==> src/rtl/bram_stream_loader_pkg.sv <==
// Shared definitions for the BRAM stream loader: bus widths, FSM states and the
// byte-lane write-enable helper.
package bram_stream_loader_pkg;

    localparam int unsigned BRAM_AW    = 32;
    localparam int unsigned BRAM_DW    = 32;
    localparam int unsigned WORD_BYTES = 4;

    typedef enum logic [1:0] {
        ST_IDLE  = 2'd0,
        ST_FILL  = 2'd1,
        ST_WRITE = 2'd2,
        ST_DONE  = 2'd3
    } state_e;

    // Write-enable mask covering lanes 0..last_lane (3 gives a full word).
    function automatic logic [WORD_BYTES-1:0] lane_mask(input logic [1:0] last_lane);
        logic [WORD_BYTES-1:0] m;
        for (int unsigned k = 0; k < WORD_BYTES; k++) begin
            m[k] = (k <= 32'(last_lane));
        end
        return m;
    endfunction

endpackage

==> src/rtl/bram_stream_loader.sv <==
// Byte-stream to BRAM writer: packs bytes little-endian into 32-bit words and writes
// them at consecutive word-aligned addresses, framed by a start/done handshake.
module bram_stream_loader
    import bram_stream_loader_pkg::*;
#(
    parameter int unsigned DEPTH = 256,
    parameter int unsigned LEN_W = 16
) (
    input  logic                  clk,
    input  logic                  rst,
    input  logic                  start,
    input  logic [BRAM_AW-1:0]    base_addr,
    input  logic [LEN_W-1:0]      len_bytes,
    input  logic                  s_valid,
    input  logic [7:0]            s_data,
    output logic                  s_ready,
    output logic                  busy,
    output logic                  done,
    output logic                  err,
    output logic [BRAM_AW-1:0]    BRAM_ADDR,
    output logic                  BRAM_EN,
    output logic [WORD_BYTES-1:0] BRAM_WE,
    output logic [BRAM_DW-1:0]    BRAM_DIN,
    input  logic [BRAM_DW-1:0]    BRAM_DOUT
);

    localparam int unsigned      IDX_W   = $clog2(DEPTH + 1);
    localparam logic [IDX_W-1:0] IDX_MAX = IDX_W'(DEPTH);

    state_e                       state_q;
    logic [LEN_W-1:0]             rem_q;
    logic [1:0]                   lane_q;
    logic [WORD_BYTES-1:0][7:0]   lanes_q;
    logic [IDX_W-1:0]             widx_q;
    logic                         ready_q;
    logic                         busy_q;
    logic                         done_q;
    logic                         err_q;
    logic                         en_q;
    logic [WORD_BYTES-1:0]        we_q;
    logic [BRAM_AW-1:0]           addr_q;
    logic [BRAM_DW-1:0]           din_q;

    logic [WORD_BYTES-1:0][7:0]   word_d;
    logic                         last_byte_d;
    logic                         dout_unused;

    // The word as it will look once the incoming byte lands in the current lane.
    always_comb begin
        word_d         = lanes_q;
        word_d[lane_q] = s_data;
        last_byte_d    = (lane_q == 2'd3) || (rem_q == LEN_W'(1));
    end

    assign dout_unused = ^BRAM_DOUT;

    always_ff @(posedge clk or posedge rst) begin
        if (rst) begin
            state_q <= ST_IDLE;
            rem_q   <= '0;
            lane_q  <= '0;
            lanes_q <= '0;
            widx_q  <= '0;
            ready_q <= 1'b0;
            busy_q  <= 1'b0;
            done_q  <= 1'b0;
            err_q   <= 1'b0;
            en_q    <= 1'b0;
            we_q    <= '0;
            addr_q  <= '0;
            din_q   <= '0;
        end else begin
            done_q <= 1'b0;
            en_q   <= 1'b0;
            we_q   <= '0;
            unique case (state_q)
                ST_IDLE: begin
                    if (start) begin
                        addr_q  <= base_addr & ~BRAM_AW'(3);
                        rem_q   <= len_bytes;
                        lane_q  <= '0;
                        lanes_q <= '0;
                        widx_q  <= '0;
                        err_q   <= 1'b0;
                        busy_q  <= 1'b1;
                        if (len_bytes == '0) begin
                            state_q <= ST_DONE;
                            done_q  <= 1'b1;
                        end else begin
                            state_q <= ST_FILL;
                            ready_q <= 1'b1;
                        end
                    end
                end
                ST_FILL: begin
                    if (s_valid) begin
                        lanes_q <= word_d;
                        lane_q  <= lane_q + 2'd1;
                        rem_q   <= rem_q - LEN_W'(1);
                        if (last_byte_d) begin
                            state_q <= ST_WRITE;
                            ready_q <= 1'b0;
                            din_q   <= word_d;
                            // Words past the BRAM end are still consumed, just not written.
                            if (widx_q < IDX_MAX) begin
                                en_q <= 1'b1;
                                we_q <= lane_mask(lane_q);
                            end else begin
                                err_q <= 1'b1;
                            end
                        end
                    end
                end
                ST_WRITE: begin
                    addr_q  <= addr_q + BRAM_AW'(WORD_BYTES);
                    lanes_q <= '0;
                    lane_q  <= '0;
                    if (widx_q != IDX_MAX) begin
                        widx_q <= widx_q + IDX_W'(1);
                    end
                    if (rem_q != '0) begin
                        state_q <= ST_FILL;
                        ready_q <= 1'b1;
                    end else begin
                        state_q <= ST_DONE;
                        done_q  <= 1'b1;
                    end
                end
                ST_DONE: begin
                    state_q <= ST_IDLE;
                    busy_q  <= 1'b0;
                end
                default: state_q <= ST_IDLE;
            endcase
        end
    end

    assign s_ready   = ready_q;
    assign busy      = busy_q;
    assign done      = done_q;
    assign err       = err_q;
    assign BRAM_ADDR = addr_q;
    assign BRAM_EN   = en_q;
    assign BRAM_WE   = we_q;
    assign BRAM_DIN  = din_q;

endmodule

==> config.mk <==
export PLATFORM = sky130hd
export DESIGN_NAME = bram_stream_loader
export DESIGN_NICKNAME = d
export VERILOG_FILES = /design/src/rtl/bram_stream_loader_pkg.sv /design/src/rtl/bram_stream_loader.sv
export SDC_FILE = /design/constraint.sdc
export NUM_CORES = 1
export LEC_CHECK = 0
export ABC_CLOCK_PERIOD_IN_PS = 9100
export CAP_MARGIN = 30
export CORE_ASPECT_RATIO = 0.75
export CORE_MARGIN = 5
export CORE_UTILIZATION = 50
export CTS_BUF_LIST = sky130_fd_sc_hd__clkbuf_4 sky130_fd_sc_hd__clkbuf_8
export DETAILED_ROUTE_END_ITERATION = 6
export PLACE_DENSITY_LB_ADDON = 0.12
export SYNTH_ARGS = -nofsm -noshare
export SYNTH_HDL_FRONTEND = slang
export SYNTH_SLANG_ARGS = --single-unit
==> constraint.sdc <==
create_clock -name clk -period 9.1 [get_ports clk]
set_clock_uncertainty 0.2 [all_clocks]
set_input_delay 0.91 -clock clk [delete_from_list [all_inputs] [get_ports clk]]
set_output_delay 0.91 -clock clk [all_outputs]
set_load 0.02 [all_outputs]
# Yosys cells after proc, flatten, opt, wreduce, memory -nomap -nowiden
# Cells that the tools add are included.
dict set report word_totals {
  regBits 134
  latchBits 0
  mem_bits_rw 0
  rom_bits 0
  in_bits 92
  out_inout_bits 73
  elab_cells 105
  n_memories 0
}
dict set report classes {
  addsub 4
  multipliers 0
  div_mod_pow 0
  n_lt_le_gt_ge 6
  eq_ne 13
  n_shift 0
  mux 48
  bitwise_logic 0
  reduce_logical 18
}
# operator count
set ops {}
lappend ops {{2-to-1 mux 32 bit} 3}
lappend ops {{one-hot mux 32 bit (3 select lines)} 1}
lappend ops {{one-hot mux 32 bit (2 select lines)} 1}
lappend ops {{adder 32 x 3 -> 32 bit (second input constant)} 1}
lappend ops {{bitwise mux 32 bit} 1}
lappend ops {{2-to-1 mux 16 bit} 2}
lappend ops {{one-hot mux 16 bit (2 select lines)} 1}
lappend ops {{2-to-1 mux 9 bit} 2}
lappend ops {{one-hot mux 9 bit (2 select lines)} 1}
lappend ops {{2-to-1 mux 1 bit} 17}
lappend ops {{demux 8 bit (select 2 bit)} 1}
lappend ops {{== test 16 x 1 -> 1 bit (second input constant)} 1}
lappend ops {{zero test 16 bit} 1}
lappend ops {{2-to-1 mux 4 bit} 4}
lappend ops {{nonzero test 16 bit} 1}
lappend ops {{subtractor 16 x 1 -> 16 bit (second input constant)} 1}
lappend ops {{AND reduction 3 bit} 5}
lappend ops {{2-to-1 mux 2 bit} 7}
lappend ops {{inequality test 2 bit (second input constant)} 7}
lappend ops {{adder 9 x 1 -> 9 bit (second input constant)} 1}
lappend ops {{< comparator 9 bit (second input constant)} 1}
lappend ops {{inequality test 9 bit (second input constant)} 1}
lappend ops {{2-to-1 mux 8 bit} 1}
lappend ops {{one-hot mux 2 bit (4 select lines)} 1}
lappend ops {{other kinds (18)} 26}

# Longest topological paths before layout
# Gate-level depths: netlist of the first run.
dict set report depth {
  depth_word 7
  mapped_depth 9
}

# Worst setup path before layout of the first run
# OpenSTA, ideal clock, no wires.
dict set report synth_timing {
  path_kind {input to register}
  startpoint {in start}
  endpoint {reg rem_q[7]}
  arrival_ps 2308
  setup_slack_ps 6465
  path_stages 7
  path_buffers 3
  cell_sequence {clkbuf_1 > or3b_2 > clkbuf_1 > nand2_1 > buf_2 > nand2_1 > o2bb2ai_1}
}
dict set report synth_between {
  elab_chain_cells 2
}
# element line
set synth_lines {}
lappend synth_lines {{from (decl)} bram_stream_loader.sv:11} ;# input logic start,
lappend synth_lines {{inequality test 2 bit (no line)} --}
lappend synth_lines {{AND reduction 3 bit (no line)} --}
lappend synth_lines {{to (signal assigned)} bram_stream_loader.sv:80} ;# rem_q <= len_bytes;
lappend synth_lines {{to (signal assigned)} bram_stream_loader.sv:99} ;# rem_q <= rem_q - LEN_W'(1);
lappend synth_lines {{to (decl)} bram_stream_loader.sv:31} ;# logic [LEN_W-1:0] rem_q;
# Every way passes these cells.
# A chain may end at the register's enable or synchronous reset.

# Worst setup path in the final report of the first run
dict set report layout_timing {
  startpoint {in start}
  endpoint {reg rem_q[0]}
}
# The elaborated chain is that of the path after synthesis.

==> run metrics, run 1 <==
vias 6,059; Finished Cell Area 8526 sq um; final period utilization ~44%; Port Buf Inserts roughly 130; Synth warnings 0; initial antenna violation count 0; sequential area share after synthesis about half; WP data required between 9 and 10 ns; die height 110.3 microns; R2R depth 6; Clk Latency, worst-skew pair 0.43 ns; Mapped Area ~6700 sq um; Initial Util slightly above 50%; CP startpoint kind primary input; Area contributors post-synth dfrtp_1, o21ai_0, mux2i_1; crit path max fanout 28; Final ANT Viol Nets 0; Placed Area between 8000 and 9000 sq um; htree depth 4; Slew Limit Headroom between 30% and 40%; CP endpoint kind flop; DIE WIDTH ~140 microns; Final Setup Violations 0; Post-Route WL 17.94 mm; setup TNS 0 ns; Via density approximately 5.9; CTS Buffer Depth 2; critical-path cell list clkdlybuf4s50_1 > buf_4 > nand2b_1 > nor2_1 > a21oi_1 > buf_4 > a211o_1; clock-pin slew on the worst setup and hold paths roughly 0.080 ns; synthesized flop and latch total ~130; Worst-Margin Slew a little over 1 ns; hold path depth 2; Post-synth EDFFs 0; P per Cell Area approximately 320 nW/um^2; Antenna Cells 0; first-pass GRT wire length approximately 29 mm; cell taking the most area after synthesis dfrtp_1; predominant post-synthesis flop cell dfrtp_1; Placer Congestion 0.8808; Finished Layout Cells 1,030; GR Overflow Total 0; Worst path slowest cell nor2_1; Hold Crit Class reg2reg; FFs w/ async S/R, synth between 90% and 100%; top cell type's share of synthesized area 48.92%; Starting DRT DRC Count 382; status finished clean; dpl hpwl between 10 and 15 mm; clock root buffer clkbuf_8; hold buffer count at cts 0; layout cells sized above 1 approximately 6.1%; vias in the first global route between 5,000 and 6,000; dpl cells 998; cts bufs inserted 17; Fmax between 0.2 and 0.3 GHz; Top cell by count, worst path buf_4; Leakage Power 0.003593 uW; CP Class in2reg; Die ar. 15,840 sq um; Ports 165; Max Slew Vio Count 0; First-pass DRT Iterations 6; Worst EP arrival a little over 4 ns; Post-Syn Instances between 700 and 800; cts repair resizes 0; CTS tree done; Area Overhead vs Synth 27.22%; Fin. Hold Viols 0; average wire per cell in the routed design 17.41 microns; pin count of the biggest net entering global routing between 60 and 70; max-capacitance violation count 0; Sink Count between 100 and 150; average size of a mapped cell roughly 9.1 sq um; Overall Global Routing Usage between 20 and 25%; Peak VDD IR between 0.00015 and 0.0002 V; RSZ-0062 raised after global routing false; crit-path max cell delay 0.97 ns; Core ar. 13,060 sq um; drt drc 0; Yosys cell types 54; post-layout net count around 950; crit path time final 3.975 ns; Rows 36; Setup Fix Bufs, Post-CTS 0
==> logic make-up after synthesis <==
family,synth area share [%]
buf+inv,3.697
simple gates,18.05
compound gates,19.90
fa+ha+maj,1.680
mux,7.039
xor+xnor,0.6534
flops,48.92
other cells,0.05596
==> through the flow <==
stage / total power (uW) / hold slack [ns] / utilization [%] / setup WS (ns)
final: 2704 / 0.2809 / 65.27 / 5.125
after CTS: 2712 / 0.2862 / 65.27 / 5.201
after detailed placement: 2214 / 0.2694 / 62.25 / 4.744
after floorplan: 1736 / 0.2492 / - / 4.492
after global placement: 2156 / 0.2626 / 61.73 / 4.741
after global routing: 2893 / 0.3108 / 65.27 / 4.875
==> final timing paths <==
kind	start	to	slack [ns]
max	start	rem_q[0]	5.13
min reg2reg	BRAM_DIN[20]	BRAM_DIN[20]	0.28
max reg2reg	state_q[0]	rem_q[0]	5.58
max in group asynchronous	rst	state_q[0]	6.86
min	BRAM_DIN[20]	BRAM_DIN[20]	0.28
min in group asynchronous	rst	widx_q[6]	0.69
==> cell type report <==
| type | count | area [sq um] |
|---|---|---|
| fill | 1081 | 4537 |
| sequential | 131 | 3278 |
| multi-input combinational | 544 | 3191 |
| timing repair buffer | 138 | 1394 |
| clock buffer | 18 | 241.5 |
| tap | 171 | 214.0 |
| clock inverter | 14 | 152.6 |
| inverter | 14 | 55.05 |
==> where the power goes <==
| group | internal (uW) | switching, uW | total, uW | leakage [uW] |
|---|---|---|---|---|
| Sequential | 797 | 222 | 1020 | 0.00167 |
| Combinational | 524 | 668 | 1190 | 0.00172 |
| Clock | 250 | 243 | 493 | 0.000196 |
| Total | 1570 | 1130 | 2700 | 0.00359 |
==> cells in the mapped netlist (3+ instances only) <==
library cell	instances
mux2i_1	46
buf_2	6
o21a_1	3
dfrtp_1	131
o21ai_0	100
nor2_1	34
xor2_1	4
o211ai_1	3
and4_1	5
inv_1	12
buf_1	5
nand3_1	13
nor3_1	15
clkbuf_1	33
nor4_1	12
nor3b_1	3
o22ai_1	21
nand2_1	121
or4_1	3
o2bb2ai_1	3
a21oi_1	49
buf_4	3
a31oi_1	7
ha_1	9
o21ai_1	4
o22a_1	20
or3_1	8
and3_1	10
nor2b_1	4
a2bb2oi_1	3
nand4_1	15
==> registers in the layout, summed over array words and instances, names as in the netlist, 2 cells and up <==
signal and flops:
BRAM_DIN 32, BRAM_ADDR 30, BRAM_WE 3, lane_q 2, lanes_q 32, rem_q 16
widx_q 9, state_q 2
==> layer usage <==
metal | track usage (%) | part of all wire (%)
met2 | 35.59 | 46
met1 | 33.51 | 46
met5 | 0 | 0
met3 | 5.390 | 6.8
met4 | 5.444 | 1.3
==> placed cells by master, fill, tap and decap left out, types with 5 or more instances in the layout <==
master,synthesis,routed
dfrtp_1,131,131
clkdlybuf4s50_1,0,128
nand2_1,121,121
o21ai_0,100,100
a21oi_1,49,49
mux2i_1,46,46
nor2_1,34,34
o22ai_1,21,21
o22a_1,20,20
clkbuf_8,0,17
nand4_1,15,15
nor3_1,15,15
nand3_1,13,13
nor4_1,12,12
inv_1,12,11
and3_1,10,10
ha_1,9,9
or3_1,8,8
a31oi_1,7,7
buf_4,3,7
and4_1,5,5
==> worst max-delay path: cells and delay by family <==
family	cells	cell delay, ns
and+or+nand+nor	2	1.50
buffers and inverters	3	1.03
AOI/OAI and AO/OA	2	0.63
Note: power is estimated with default switching activity, not from simulation.
==> inputs of run 2 (changes only) <==
--- a/config.mk
+++ b/config.mk
@@ -5,11 +5,11 @@
 export SDC_FILE = /design/constraint.sdc
 export NUM_CORES = 1
 export LEC_CHECK = 0
-export ABC_CLOCK_PERIOD_IN_PS = 9100
+export ABC_CLOCK_PERIOD_IN_PS = 3600
 export CAP_MARGIN = 30
 export CORE_ASPECT_RATIO = 0.75
 export CORE_MARGIN = 5
-export CORE_UTILIZATION = 50
+export CORE_UTILIZATION = 46
 export CTS_BUF_LIST = sky130_fd_sc_hd__clkbuf_4 sky130_fd_sc_hd__clkbuf_8
 export DETAILED_ROUTE_END_ITERATION = 6
 export PLACE_DENSITY_LB_ADDON = 0.12
==> constraint.sdc (replaced) <==
create_clock -name clk -period 3.6 [get_ports clk]
set_clock_uncertainty 0.2 [all_clocks]
set_input_delay 0.36 -clock clk [delete_from_list [all_inputs] [get_ports clk]]
set_output_delay 0.36 -clock clk [all_outputs]
set_load 0.02 [all_outputs]
==> run 2 against run 1 <==
Against the previous run:
- die area increased by 8.0%
- total power increased by 150%
- largest power group unchanged
- clock power increased by 130%
- critical endpoint is now BRAM_ADDR[19]
- sequential share of layout area decreased by 0.21 points
- critical path type is now reg2reg
- utilization decreased by 5.6 points
- first-iteration DRC count increased by 10%
==> run metrics, run 2 (same netlist as run 1, synthesis figures left out) <==
commonest non-fill, non-tap cell in the layout dfrtp_1; Gate power share around 45%; WP data required approximately 3.8 ns; drt drc 0; CP Class reg2reg; crit path max fanout 16; Area Overhead vs Synth 27.93%; Overall Global Routing Usage roughly 23%; Worst-Margin Slew between 0.8 and 0.9 ns; Reg-to-Reg Start state_q[1]; htree depth 4; hold buffer count at cts 0; Max Slew Vio Count 0; cts repair resizes 0; clock-pin slew on the worst setup and hold paths 0.08 ns; final period utilization 76.45%; Fin. Hold Viols 0; status finished clean; cts bufs inserted 17; P per Cell Area about 790 nW/um^2; Leakage Power roughly 0.0036 uW; Antenna Cells 0; Via density about 5.6; Setup Fix Bufs, Post-CTS 0; crit path time final between 2 and 3 ns; worst slack, placed around 0.78 ns; Rows 38; vias roughly 6,000; CP endpoint kind flop; Pwr Total 6748 uW; final setup margin 0.8478 ns; layout cells sized above 1 between 6 and 7%; Worst EP arrival 2.94 ns; commonest cells after routing, fill and taps aside dfrtp_1, clkdlybuf4s50_1, nand2_1; setup TNS 0 ns; CTS tree done; FF-to-FF End BRAM_ADDR[19]; Post-Route WL around 19 mm; post-layout net count 954; Ports approximately 170; Placed Area between 8000 and 9000 sq um; clock root buffer clkbuf_8; switching power share of the total between 40% and 50%; Peak VDD IR 0.0003327 V; average wire per cell in the routed design 17.44 microns; max-capacitance violation count 0; CTS Buffer Depth 2; Clock power frac approximately 17%; Hold Crit Class in2async; Placer Congestion 0.8737; Filler cells between 1,000 and 1,500; Fmax ~0.36 GHz; initial antenna violation count 0; R2R depth 5; Power Internal about 4000 uW; DIE WIDTH between 100 and 150 microns; First-pass DRT Iterations 5; Clk Latency, worst-skew pair 0.45 ns; Finished Cell Area 8573 sq um; dpl hpwl 13.48 mm; Initial Util a little under half; Final Setup Violations 0; area occupied by multi-input gates 3193 sq um; Starting DRT DRC Count 421; pin count of the biggest net entering global routing 65; FF-to-FF setup slack 0.85 ns; Switch Pwr 2858 uW; vias in the first global route around 5,800; Port Buf Inserts about 130; Sink Count approximately 130; Register Area 3278 sq um; Die ar. between 15,000 and 20,000 sq um; RSZ-0062 raised after global routing false; Final ANT Viol Nets 0; die height around 110 microns; GR Overflow Total 0; Slew Limit Headroom 43.24%; first-pass GRT wire length slightly above 30 mm; Core ar. around 14,000 sq um; CP startpoint kind flop; Sequential Power Share between 30% and 40%
## run 2: cell count changes in the layout (fill, tap and decap cells not counted), sizes merged
cell and change:
inv -4, clkbuf +3, bufinv -2, buf +7
clkinv +3
## run 2: cell type report
class | count | area share [%]
clock buffers | 21 | 3.298
clock inverters | 11 | 0.9194
inverters | 14 | 0.6567
multi-input cells | 544 | 37.24
flip-flops and latches | 131 | 38.24
well taps | 200 | 2.919
repair buffers | 145 | 16.73
## run 2: how the worst max path moves through the flow
stage / start / to / slack, ns / depth (start not counted)
after floorplan: rem_q[4] / rem_q[15] / 1.18 / 6
after global placement: start / rem_q[6] / 0.85 / 6
after detailed placement: start / lanes_q[29] / 0.78 / 7
after CTS: state_q[1] / BRAM_ADDR[19] / 0.91 / 5
after global routing: state_q[1] / BRAM_ADDR[16] / 0.68 / 5
final: state_q[1] / BRAM_ADDR[19] / 0.85 / 5
## run 2: layer usage
metal | track usage, % | vias to the layer above | wire length [microns]
met1 | 33.05 | 2912 | 8833
met4 | 4.939 | 0 | 165
li1 | - | 2900 | -
met3 | 5.817 | 12 | 1147
met2 | 34.01 | 193 | 8438
met5 | 0 | - | 0
## run 2: power groups by stage
stage                     registers, uW  clock network (uW)  logic [uW]
after global routing               2670                1230        3350
final                              2570                1140        3040
after floorplan                    2780                   0        1610
after detailed placement           2580                   0        3040
after global placement             2540                   0        2970
after CTS                          2560                1160        3050
## run 2: worst max-delay path: stages (launching register included)
cell	delay [ns]
dfrtp_1	0.69
clkinv_1	0.47
nor2_1	0.74
nand4_1	0.25
mux2i_1	0.21
o21a_1	0.13
## run 2: metrics by stage
stage / util, % / hold slack, ns / std cells
floorplan: - / 0.2492 / 736
CTS: 59.71 / 0.1753 / 1066
detailed placement: 57.19 / 0.2715 / 1034
global placement: 57.14 / 0.2631 / 1033
global route: 59.71 / 0.2023 / 1066
finish: 59.71 / 0.1696 / 1066
==> inputs of run 3 (changes only) <==
--- a/config.mk
+++ b/config.mk
@@ -5,7 +5,7 @@
 export SDC_FILE = /design/constraint.sdc
 export NUM_CORES = 1
 export LEC_CHECK = 0
-export ABC_CLOCK_PERIOD_IN_PS = 3600
+export ABC_CLOCK_PERIOD_IN_PS = 2250
 export CAP_MARGIN = 30
 export CORE_ASPECT_RATIO = 0.75
 export CORE_MARGIN = 5
==> constraint.sdc (replaced) <==
create_clock -name clk -period 2.25 [get_ports clk]
set_clock_uncertainty 0.2 [all_clocks]
set_input_delay 0.225 -clock clk [delete_from_list [all_inputs] [get_ports clk]]
set_output_delay 0.225 -clock clk [all_outputs]
set_load 0.02 [all_outputs]
==> run 3 against run 2 <==
Against the previous run:
- largest power group unchanged
- the flow now finishes with violations (setup timing)
- register-to-register slack got worse by 0.97 ns
- final cell count rose by 5.2%
- total power is 82% higher
- wire length increased by 10%
- worst setup slack worse by 0.97 ns
==> run metrics, run 3 (same netlist as run 1, synthesis figures left out) <==
final setup margin -0.1198 ns; GR Overflow Total 0; Post-Route WL roughly 21 mm; clock-pin slew on the worst setup and hold paths approximately 0.080 ns; DIE WIDTH 149.4 microns; Starting DRT DRC Count roughly 450; RSZ-0062 raised after global routing true; Leakage Power about 0.004 uW; hold buffer count at cts 0; Overall Global Routing Usage 22.69%; post-layout net count 1,010; crit path time final between 2 and 2.5 ns; Worst EP arrival between 2 and 3 ns; P per Cell Area roughly 1300 nW/um^2; status complete, but fails checks; Placer Congestion about 0.90; crit path max fanout 7; violated checks setup timing; hold slack about 0.031 ns; initial antenna violation count 0; Core ar. between 10,000 and 15,000 sq um; vias in the first global route ~6,200; Fin. Hold Viols 0; first-pass GRT wire length 30.96 mm; setup TNS -1.768 ns; CP startpoint kind flop; Worst path slowest cell or4b_4; Port Buf Inserts between 100 and 150; Rows 38; Ports approximately 170; htree depth 4; crit-path max cell delay about 0.45 ns; Sink Count 131; commonest cells after routing, fill and taps aside dfrtp_1, clkdlybuf4s50_1, nand2_1; Worst-Margin Slew around 0.66 ns; Pwr Total between 10,000 and 15,000 uW; dpl hpwl approximately 14 mm; Finished Cell Area approximately 9500 sq um; Clk Latency, worst-skew pair around 0.44 ns; Die ar. approximately 17,000 sq um; CTS tree done; FF-to-FF End BRAM_DIN[22]; die height 114.5 microns; WP data required between 2 and 2.5 ns; R2R depth 9; Hold Crit Class in2async; Initial Util ~47%; Filler cells 1,165; layout cells sized above 1 between 10% and 20%; Peak VDD IR 0.0007471 V; Max Slew Vio Count 0; Placed Area between 8000 and 9000 sq um; Area Overhead vs Synth 42.44%; final period utilization 105.3%; Antenna Cells 0; CTS Buffer Depth 2; CP endpoint kind flop; Via density ~5.7; cts bufs inserted 17; CP Class reg2reg; First-pass DRT Iterations 7; FF-to-FF setup slack -0.12 ns; vias about 6,400; Final ANT Viol Nets 0; critical-path cell list inv_2 > ha_4 > or4b_4 > nor4_2 > buf_4 > o21bai_4 > clkbuf_16 > nand2_1 > o21ai_1; clock root buffer clkbuf_8; drt drc 0; Fmax between 0.4 and 0.5 GHz; commonest non-fill, non-tap cell in the layout dfrtp_1; average wire per cell in the routed design around 18 microns; Reg-to-Reg Start rem_q[1]; worst slack, placed -0.07336 ns; Slew Limit Headroom a little under three fifths; max-capacitance violation count 0; Final Setup Violations 26; pin count of the biggest net entering global routing 76
==> run 3: cell count changes in the layout (fill, tap and decap cells not counted), sizes merged <==
cell    delta
o21bai     +1
buf       +50
bufinv     +5
clkinv     -3
clkbuf     +2
==> run 3: through the flow <==
stage / std cells / utilization [%]
after floorplan: 736 / -
after detailed placement: 1073 / 59.68
final: 1121 / 66.48
after global routing: 1121 / 66.48
after CTS: 1105 / 63.03
after global placement: 1073 / 59.68
==> run 3: worst max path at each step <==
stage	from	to	slack [ns]	cells past startpoint
after global routing	rem_q[1]	BRAM_DIN[22]	-0.20	9
after floorplan	rem_q[4]	rem_q[15]	-0.12	6
after CTS	rem_q[1]	BRAM_DIN[14]	-0.06	9
after global placement	rem_q[1]	rem_q[15]	-0.03	5
final	rem_q[1]	BRAM_DIN[22]	-0.12	9
after detailed placement	rem_q[4]	rem_q[15]	-0.07	5
==> run 3: layout make-up <==
type / instances / area [sq um] / area share (%)
clock buffers: 18 / 241.5 / 2.530
repair buffers: 200 / 2003 / 20.99
inverters: 14 / 56.30 / 0.5899
multi-input cells: 545 / 3507 / 36.74
well taps: 200 / 250.2 / 2.622
flip-flops and latches: 131 / 3281 / 34.37
clock inverters: 13 / 206.4 / 2.163
==> run 3: repair_timing <==
item | in CTS | in global routing
endpoints found under the setup margin | 39 | 50
resized for setup | 12 | 96
pin swaps | 0 | 17
setup buffers | 1 | 6
cloned | 0 | 10
==> run 3: critical path: cells and delay by family, from the launching register on <==
family	cells	cell delay [ns]
buffers and inverters	3	0.54
AO/OA/AOI/OAI	2	0.25
adder cells (fa/ha/maj)	1	0.12
AND/OR/NAND/NOR	3	0.75
flip-flops	1	0.40
==> run 3: routing by layer <==
metal | up-vias | track usage [%] | share of wire [%]
li1 | 3013 | - | -
met1 | 3167 | 31.88 | 45
met2 | 249 | 35.93 | 47
met3 | 16 | 4.907 | 7.4
met4 | 0 | 6.037 | 0.85
met5 | - | 0 | 0
==> run 3: power breakdown <==
| group | internal (uW) | switching [uW] | total (uW) |
|---|---|---|---|
| logic | 2730 | 3210 | 5940 |
| registers | 3230 | 827 | 4060 |
| clock network | 1330 | 954 | 2280 |
| total | 7290 | 4990 | 12300 |
